[src/rtl/hazard_scoreboard.sv]
// Per-register RAW/WAW hazard scoreboard beside decode: load countdowns plus one
// in-flight mult/div, producing a combinational decode stall.
module hazard_scoreboard #(
    parameter int NUM_REGS = 32,
    parameter int REG_W    = 5,
    parameter int LOAD_LAT = 1,
    parameter int CNT_W    = 2
) (
    input  logic                clock,
    input  logic                reset,
    input  logic [31:0]         decode_ir,
    input  logic                issue,
    input  logic                md_done,
    output logic                stall,
    output logic                md_busy,
    output logic [NUM_REGS-1:0] pending_mask
);

    typedef enum logic [4:0] {
        OP_RTYPE = 5'b00000,
        OP_BNE   = 5'b00010,
        OP_JAL   = 5'b00011,
        OP_JR    = 5'b00100,
        OP_ADDI  = 5'b00101,
        OP_BLT   = 5'b00110,
        OP_SW    = 5'b00111,
        OP_LW    = 5'b01000,
        OP_SETX  = 5'b10101,
        OP_BEX   = 5'b10110
    } opcode_t;

    logic [4:0]       opcode, rd, rs, rt, aluop;
    logic [REG_W-1:0] src_a, src_b, dst, md_rd;
    logic             src_a_v, src_b_v, dst_v;
    logic             is_lw, is_md, go, md_live;
    logic             load_raw, md_raw, waw, structural;
    logic [CNT_W-1:0] cnt [NUM_REGS];
    logic             unused_ir_bits;

    assign opcode = decode_ir[31:27];
    assign rd     = decode_ir[26:22];
    assign rs     = decode_ir[21:17];
    assign rt     = decode_ir[16:12];
    assign aluop  = decode_ir[6:2];
    assign unused_ir_bits = ^{decode_ir[11:7], decode_ir[1:0]};

    assign is_lw = (opcode == OP_LW);
    assign is_md = (opcode == OP_RTYPE) && (aluop == 5'b00110 || aluop == 5'b00111);

    // Operand selection; any operand naming r0 is dropped so it can never match state.
    always_comb begin
        src_a   = '0;
        src_b   = '0;
        dst     = '0;
        src_a_v = 1'b0;
        src_b_v = 1'b0;
        dst_v   = 1'b0;
        case (opcode)
            OP_RTYPE: begin
                src_a = REG_W'(rs); src_a_v = 1'b1;
                src_b = REG_W'(rt); src_b_v = 1'b1;
                dst   = REG_W'(rd); dst_v   = 1'b1;
            end
            OP_ADDI, OP_LW: begin
                src_a = REG_W'(rs); src_a_v = 1'b1;
                dst   = REG_W'(rd); dst_v   = 1'b1;
            end
            OP_SW, OP_BNE, OP_BLT: begin
                src_a = REG_W'(rs); src_a_v = 1'b1;
                src_b = REG_W'(rd); src_b_v = 1'b1;
            end
            OP_JR:   begin src_a = REG_W'(rd); src_a_v = 1'b1; end
            OP_BEX:  begin src_a = REG_W'(30); src_a_v = 1'b1; end
            OP_JAL:  begin dst = REG_W'(31); dst_v = 1'b1; end
            OP_SETX: begin dst = REG_W'(30); dst_v = 1'b1; end
            default: ;
        endcase
        src_a_v = src_a_v && (src_a != '0);
        src_b_v = src_b_v && (src_b != '0);
        dst_v   = dst_v && (dst != '0);
    end

    always_comb begin
        load_raw = 1'b0;
        for (int unsigned r = 1; r < NUM_REGS; r++) begin
            if (cnt[r] != '0 &&
                ((src_a_v && src_a == REG_W'(r)) || (src_b_v && src_b == REG_W'(r))))
                load_raw = 1'b1;
        end
    end

    // md_done forwards the result this cycle, so it lifts all mult/div hazards.
    assign md_live    = md_busy && !md_done;
    assign md_raw     = md_live && ((src_a_v && src_a == md_rd) || (src_b_v && src_b == md_rd));
    assign waw        = md_live && dst_v && (dst == md_rd);
    assign structural = md_live && is_md;
    assign stall      = load_raw || md_raw || waw || structural;
    assign go         = issue && !stall;

    always_ff @(posedge clock or posedge reset) begin
        if (reset) begin
            for (int unsigned r = 0; r < NUM_REGS; r++)
                cnt[r] <= '0;
        end else begin
            for (int unsigned r = 0; r < NUM_REGS; r++) begin
                if (r == 0)
                    cnt[r] <= '0;
                else if (go && is_lw && dst_v && dst == REG_W'(r))
                    cnt[r] <= CNT_W'(LOAD_LAT);
                else if (cnt[r] != '0)
                    cnt[r] <= cnt[r] - CNT_W'(1);
            end
        end
    end

    always_ff @(posedge clock or posedge reset) begin
        if (reset) begin
            md_busy <= 1'b0;
            md_rd   <= '0;
        end else if (go && is_md && dst_v) begin
            md_busy <= 1'b1;
            md_rd   <= dst;
        end else if (md_done) begin
            md_busy <= 1'b0;
        end
    end

    always_comb begin
        pending_mask = '0;
        for (int unsigned r = 1; r < NUM_REGS; r++)
            pending_mask[r] = (cnt[r] != '0) || (md_busy && md_rd == REG_W'(r));
    end

endmodule

[config.mk]
export PLATFORM = sky130hd
export DESIGN_NAME = hazard_scoreboard
export DESIGN_NICKNAME = d
export VERILOG_FILES = /design/src/rtl/hazard_scoreboard.sv
export SDC_FILE = /design/constraint.sdc
export NUM_CORES = 1
export LEC_CHECK = 0
export CORE_MARGIN = 2
export CORE_UTILIZATION = 30
export DETAILED_ROUTE_END_ITERATION = 12
export DONT_BUFFER_PORTS = 1
export GPL_TIMING_DRIVEN = 0
export PLACE_DENSITY = 0.56
export SYNTH_ARGS = -nofsm -noshare
export SYNTH_HDL_FRONTEND = slang
export SYNTH_SLANG_ARGS = --single-unit
[constraint.sdc]
create_clock -name clock -period 4.94 [get_ports clock]
set_clock_uncertainty 0.1 [all_clocks]
set_input_delay 0.494 -clock clock [delete_from_list [all_inputs] [get_ports clock]]
set_output_delay 0.494 -clock clock [all_outputs]
set_load 0.01 [all_outputs]
==> results of run 1 <==
==> through the flow <==
stage	total power, mW	setup WS [ps]	instance area [um^2]	std cells
detailed placement	2.68	513	5750	898
global placement	2.65	506	5750	898
CTS	3.35	506	6050	914
finish	3.32	406	6050	914
floorplan	2.27	1130	5460	669
global route	3.65	228	6050	914
==> final cells by class <==
| cell class | instances | area, um^2 | area share |
|---|---|---|---|
| inverter | 72 | 273 | 0.0451 |
| tap | 229 | 287 | 0.0473 |
| clock inverter | 7 | 75.1 | 0.0124 |
| buffer | 29 | 140 | 0.0232 |
| clock buffer | 9 | 225 | 0.0372 |
| sequential | 68 | 1700 | 0.281 |
| multi-input combinational | 500 | 3350 | 0.554 |
==> cells in the final DEF (no fill, tap or decap), types with 4 or more instances in the layout <==
cell type	n
a22o_1	6
nand2_1	58
ha_1	31
xor2_1	33
clkbuf_16	9
nand3_2	4
nand2b_1	6
o22ai_1	4
mux2i_1	9
buf_4	5
a31oi_1	6
o21ai_0	97
o211ai_1	5
mux2_2	4
nor3b_1	6
buf_2	10
a22oi_1	12
or2_2	5
dfrtp_1	68
inv_1	71
nor4_1	13
a21oi_1	18
nand3_1	12
nand4_1	12
nor2_1	28
nor3_1	13
or3_1	5
xnor2_1	8
and2_1	5
clkbuf_1	12
o21a_1	30
nor2b_1	8
==> power breakdown <==
group,internal (mW),total [mW],switching [mW]
registers,0.851,0.992,0.141
clock network,0.392,0.645,0.253
logic,0.671,1.69,1.01
==> state kept, by name, indices dropped and copies added (netlist names) <==
name,count
md_rd,5
cnt,62
md_busy,1
==> cell families after synthesis <==
kind of cell / Yosys count
AOI/OAI and AO/OA: 216
other: 1
xor gates and xnor gates: 41
DFF: 68
and+or+nand+nor: 198
buffers and inverters: 101
adders and majority gates: 31
muxes: 13
==> critical path: cells and delay by family <==
kind            cells  cell delay, ps
simple gates        6            1840
buf+inv             6            1250
compound gates      2             330
==> worst paths after layout <==
check                      endpoint  cells after the start
setup reg to reg            cnt[15]                     10
max in group asynchronous   cnt[35]                      1
hold reg to reg             cnt[56]                      2
min in group clock          cnt[56]                      2
setup / recovery              stall                     14
hold / removal              cnt[29]                      1
==> routing by layer <==
| metal | track usage | vias to the layer above |
|---|---|---|
| li1 | - | 2435 |
| met1 | 0.218 | 2456 |
| met2 | 0.291 | 186 |
| met3 | 0.0439 | 40 |
| met4 | 0.0728 | 0 |
| met5 | 0 | - |
==> metrics.md, run 1 <==
| Metric | Value |
|---|---|
| Startpoint types | input port |
| Mean post-synth cell area | 8.17 um^2 |
| Commonest cells in the netlist | o21ai_0, inv_1, dfrtp_1 |
| Register area share after synthesis | 0.311 |
| GP Congestion | 0.903 |
| Crit-path max cell delay | 530 ps |
| Global-route wire length before repair | 26600 um |
| CTS tree | built |
| Root Driver | clkbuf_16 |
| Flop-to-flop setup slack | 1520 ps |
| Hold-fix buffers, CTS | 0 |
| Fraction of layout cells with a size suffix above 1 | 0.0803 |
| Placed wire-length estimate | 13000 um |
| Hold Violations, Final | 0 |
| Yosys top cell area share | 0.311 |
| Post-synthesis compound-gate area fraction | 0.254 |
| Worst Path Max Fanout | 10 |
| Layout fillers | 1921 |
| WHS | 92.7 ps |
| Die area | 0.0193 mm^2 |
| Top sig layer | met4 |
| Fin crit period | 4530 ps |
| Area leader, netlist | dfrtp_1 |
| Via density | 5.60 |
| Total gr overflow | 0 |
| Post-synthesis adder-cell area fraction | 0.0710 |
| Initial antenna violation count | 0 |
| Worst R2R Start | cnt[60] |
| DR pass1 iterations | 7 |
| WL met2 | 8080 um |
| Die W | 139 um |
| Slowest-stage cell, CP | nor4_4 |
| Worst Tran Pin Value | 900 ps |
| Post-CTS setup buffer count | 0 |
| Crit. End Element | output port |
| Number of top-level pins | 70 |
| Routed len/inst | 18.7 um |
| DR iter-0 viols | 382 |
| Largest family of logic cells by synthesized area | compound AO/OA/AOI/OAI gates |
| Top_reg_cell synth | dfrtp_1 |
| Top cells by area, synth | dfrtp_1, o21ai_0, ha_1, xor2_1, inv_1 |
| Yosys reg bits | 68 |
| Number of remaining DRC errors | 0 |
| Count leader, synth | o21ai_0 |
| Leak | 2.54 nW |
| Max Buffers Root-to-Sink | 2 |
| Cell Area, Synth | 0.00546 mm^2 |
| Final TNS setup | 0 ps |
| DRT antenna net count | 0 |
| Synth Area in XOR/XNOR | 0.0657 |
| Initial Util | 0.305 |
| Clk sink count | 68 |
| FFs w/ async S/R, synth | 1.00 |
| Critical path startpoint | decode_ir[31] |
| Clk_lat worst skew | 340 ps |
| HP Class | input port to asynchronous set/reset pin |
| Mux contribution to synthesized area | 0.0247 |
| Gate Count Post-Synth | 669 |
| ANT cells | 0 |
| Fin crit share | 0.918 |
| Max-Cap Viols | 0 |
| WS Path Type | input port to output port |
| Largest net degree at the start of global routing | 69 |
| Layout Utilization | 0.338 |
| Final Net Count | 747 |
| Max Slew Vio Count | 0 |
| WL met1 | 7300 um |
| # setup viols final | 0 |
| Synthesized net count | 736 |
| Port bufs | 0 |
| Metal3 WL | 1120 um |
| Reg clk slew, reported paths | 50 ps |
| H-tree depth | 3 |
| Outcome | complete, no violations |
| Die H | 139 um |
| Drt total wl | 17100 um |
| Row count | 49 |
| Post-synth cell types | 71 |
| VDD IR max | 0.269 mV |
| Synth-to-layout area growth | 10.8% |
| PostCTS Resize Cnt | 0 |
| YS warnings | 0 |
| Simple-gate portion of the synthesized area | 0.198 |
| Slew headroom | 0.400 |
| Core Region | 0.0179 mm^2 |
| Number of global-route vias before repair | 4868 |
| CP Cell Sequence | buf_2 > buf_2 > nor4_1 > and2b_1 > buf_4 > a22o_1 > clkbuf_1 > nor4_1 > o211ai_1 > nor4b_1 > nand4_1 > nor4_4 > buf_4 > inv_1 |
| Routed vias | 5117 |
| Critical path arrival | 3940 ps |
| CTS buffer count | 9 |
| Worst path required time | 4350 ps |
| Total track usage | 0.176 |
| Unrepaired setup endpoints after global routing | false |
| PwrDens | 549 mW/mm^2 |
| Number of flops mapped to enable cells by yosys | 0 |
| Fmax | 0.221 GHz |
Power figures use the tool's default switching activity.
==> run 2, diff against run 1 <==
--- a/config.mk
+++ b/config.mk
@@ -5,7 +5,6 @@
 export SDC_FILE = /design/constraint.sdc
 export NUM_CORES = 1
 export LEC_CHECK = 0
-export CORE_MARGIN = 2
 export CORE_UTILIZATION = 30
 export DETAILED_ROUTE_END_ITERATION = 12
 export DONT_BUFFER_PORTS = 1
==> run 2 against run 1 <==
Compared with the run above: register-to-register slack worse by 50 ps; sequential power grew 0.5%; sequential share of layout area decreased by 0.25 points; count of clock-buffer cells in the layout grew 4; first-iteration DRC count decreased by 3.4%.
==> metrics.md, run 2 (synthesis results as in run 1) <==
| Metric | Value |
|---|---|
| Post-CTS setup buffer count | 0 (unchanged) |
| HP Class | input port to asynchronous set/reset pin (unchanged) |
| Post-route cell area | 0.00611 mm^2 (was 0.00605 mm^2) |
| Startpoint types | input port (unchanged) |
| Reg clk slew, reported paths | 50 ps (about the same) |
| Die area | 0.0188 mm^2 (was 0.0193 mm^2) |
| Placed wire-length estimate | 13000 um (about the same) |
| Via density | 5.54 (was 5.60) |
| Outcome | complete, no violations (unchanged) |
| CTS tree | built (unchanged) |
| Worst R2R End | cnt[3] (was cnt[15]) |
| Row count | 48 (was 49) |
| Top Registers | cnt x62, md_rd x5, md_busy x1 (unchanged) |
| Routed vias | 5052 (was 5117) |
| Initial Util | 0.312 (was 0.305) |
| Fin crit period | 4480 ps (was 4530 ps) |
| # setup viols final | 0 (unchanged) |
| VDD IR max | 0.273 mV (was 0.269 mV) |
| WHS | 6.71 ps (was 92.7 ps) |
| Hold Violations, Final | 0 (unchanged) |
| Total gr overflow | 0 (unchanged) |
| Unrepaired setup endpoints after global routing | false (unchanged) |
| CTS buffer count | 9 (unchanged) |
| Die H | 137 um (was 139 um) |
| Number of top-level pins | 70 (unchanged) |
| WS Path Type | input port to output port (unchanged) |
| DR iter-0 viols | 369 (was 382) |
| Worst R2R Start | cnt[60] (unchanged) |
| Max-Cap Viols | 0 (unchanged) |
| Reg with most FFs | cnt (unchanged) |
| Crit-path max cell delay | 500 ps (was 530 ps) |
| PwrDens | 554 mW/mm^2 (was 549 mW/mm^2) |
| Largest register FFs | 62 (unchanged) |
| Slowest-stage cell, CP | nor4_4 (unchanged) |
| Largest net degree at the start of global routing | 69 (unchanged) |
| Most common cell after layout, fill and taps aside | o21ai_0 (unchanged) |
| Global-route wire length before repair | 26900 um (was 26600 um) |
| Fin crit share | 0.908 (was 0.918) |
| Clk_lat worst skew | 330 ps (was 340 ps) |
| Leak | 2.58 nW (was 2.54 nW) |
| Initial antenna violation count | 1 (was 0) |
| Max Buffers Root-to-Sink | 2 (unchanged) |
| Worst path required time | 4350 ps (about the same) |
| Worst Path Max Fanout | 10 (unchanged) |
| DR pass1 iterations | 5 (was 7) |
| DRT antenna net count | 0 (unchanged) |
| Number of global-route vias before repair | 4795 (was 4868) |
| Crit path buffers/inverters | 6 (unchanged) |
| Core Region | 0.0175 mm^2 (was 0.0179 mm^2) |
| Clk sink count | 68 (unchanged) |
| Hold-fix buffers, CTS | 0 (unchanged) |
| CP Cell Sequence | buf_2 > buf_2 > nor4_1 > and2b_1 > buf_4 > a22o_1 > clkbuf_1 > nor4_1 > o211ai_1 > nor4b_1 > nand4_1 > nor4_4 > buf_4 > inv_1 (unchanged) |
| H-tree depth | 3 (unchanged) |
| Total track usage | 0.190 (was 0.176) |
| Port bufs | 0 (unchanged) |
| Drt total wl | 17100 um (about the same) |
| Slew headroom | 0.392 (was 0.400) |
| Routed len/inst | 18.8 um (was 18.7 um) |
| Worst Tran Pin Value | 911 ps (was 900 ps) |
| Die W | 137 um (was 139 um) |
| Tot Pwr | 3.38 mW (was 3.32 mW) |
| Root Driver | clkbuf_16 (unchanged) |
| Number of remaining DRC errors | 0 (unchanged) |
| Final Net Count | 748 (was 747) |
| Synth-to-layout area growth | 11.8% (was 10.8%) |
| Max Slew Vio Count | 0 (unchanged) |
| Final Worst Setup Slack | 456 ps (was 406 ps) |
| Fmax | 0.223 GHz (was 0.221 GHz) |
| Layout fillers | 1888 (was 1921) |
| Flop-to-flop setup slack | 1470 ps (was 1520 ps) |
| Pre-CTS worst setup slack | 467 ps (was 513 ps) |
| Crit. End Element | output port (unchanged) |
| Final TNS setup | 0 ps (unchanged) |
| PostCTS Resize Cnt | 0 (unchanged) |
| Placed inst area | 0.00577 mm^2 (was 0.00575 mm^2) |
| Critical path arrival | 3890 ps (was 3940 ps) |
| Kind of cell adding the most delay to the critical path | simple AND/OR/NAND/NOR gates (unchanged) |
| Path depth of the worst reg2reg path | 10 (unchanged) |
| Fraction of layout cells with a size suffix above 1 | 0.0787 (was 0.0803) |
| GP Congestion | 0.921 (was 0.903) |
| Most frequent cells in the layout | o21ai_0, inv_1, dfrtp_1 (unchanged) |
[run 2: per-stage QoR]
step           instances  utilization
3_3_place_gp         894        0.328
2_1_floorplan        669            -
6_report             912        0.348
3_5_place_dp         895        0.329
5_1_grt              911        0.348
4_1_cts              911        0.348
[run 2: how the worst max path moves through the flow]
stage / startpoint / endpoint / slack, ps / cells after the start
2_1_floorplan: decode_ir[28] / stall / 1130 / 11
3_3_place_gp: decode_ir[31] / cnt[3] / 440 / 14
3_5_place_dp: decode_ir[31] / cnt[3] / 470 / 13
4_1_cts: decode_ir[31] / stall / 560 / 13
5_1_grt: decode_ir[31] / stall / 280 / 14
6_report: decode_ir[31] / stall / 460 / 14
[run 2: worst register-to-register path, delay by kind of cell (launching register included)]
family	cells	cell delay [ps]
adders and majority gates	1	240
AOI/OAI and AO/OA	3	750
buffers and inverters	2	180
and+or+nand+nor	4	1690
DFF	1	380
[run 2: per-layer routing]
layer  routed length [um]  GRT usage
met4                  510     0.0702
met1                 7520      0.247
met2                 8060      0.309
met5                    0          0
met3                 1050     0.0415
[run 2: final cells by class]
| type | count | area [um^2] | area share |
|---|---|---|---|
| Sequential cell | 68 | 1700 | 0.279 |
| Antenna cell | 1 | 2.50 | 0.000410 |
| Clock buffer | 13 | 260 | 0.0426 |
| Timing Repair Buffer | 1 | 27.5 | 0.00451 |
| Tap cell | 225 | 282 | 0.0461 |
| Clock inverter | 3 | 68.8 | 0.0113 |
| Multi-Input combinational cell | 500 | 3350 | 0.549 |
| Inverter | 72 | 273 | 0.0447 |
| Buffer | 29 | 140 | 0.0230 |
[run 2: power by group]
group / switching [mW] / total, mW / internal, mW
clock: 0.236 / 0.707 / 0.471
sequential: 0.145 / 0.997 / 0.851
combinational: 1.00 / 1.68 / 0.677
total: 1.38 / 3.38 / 2.00
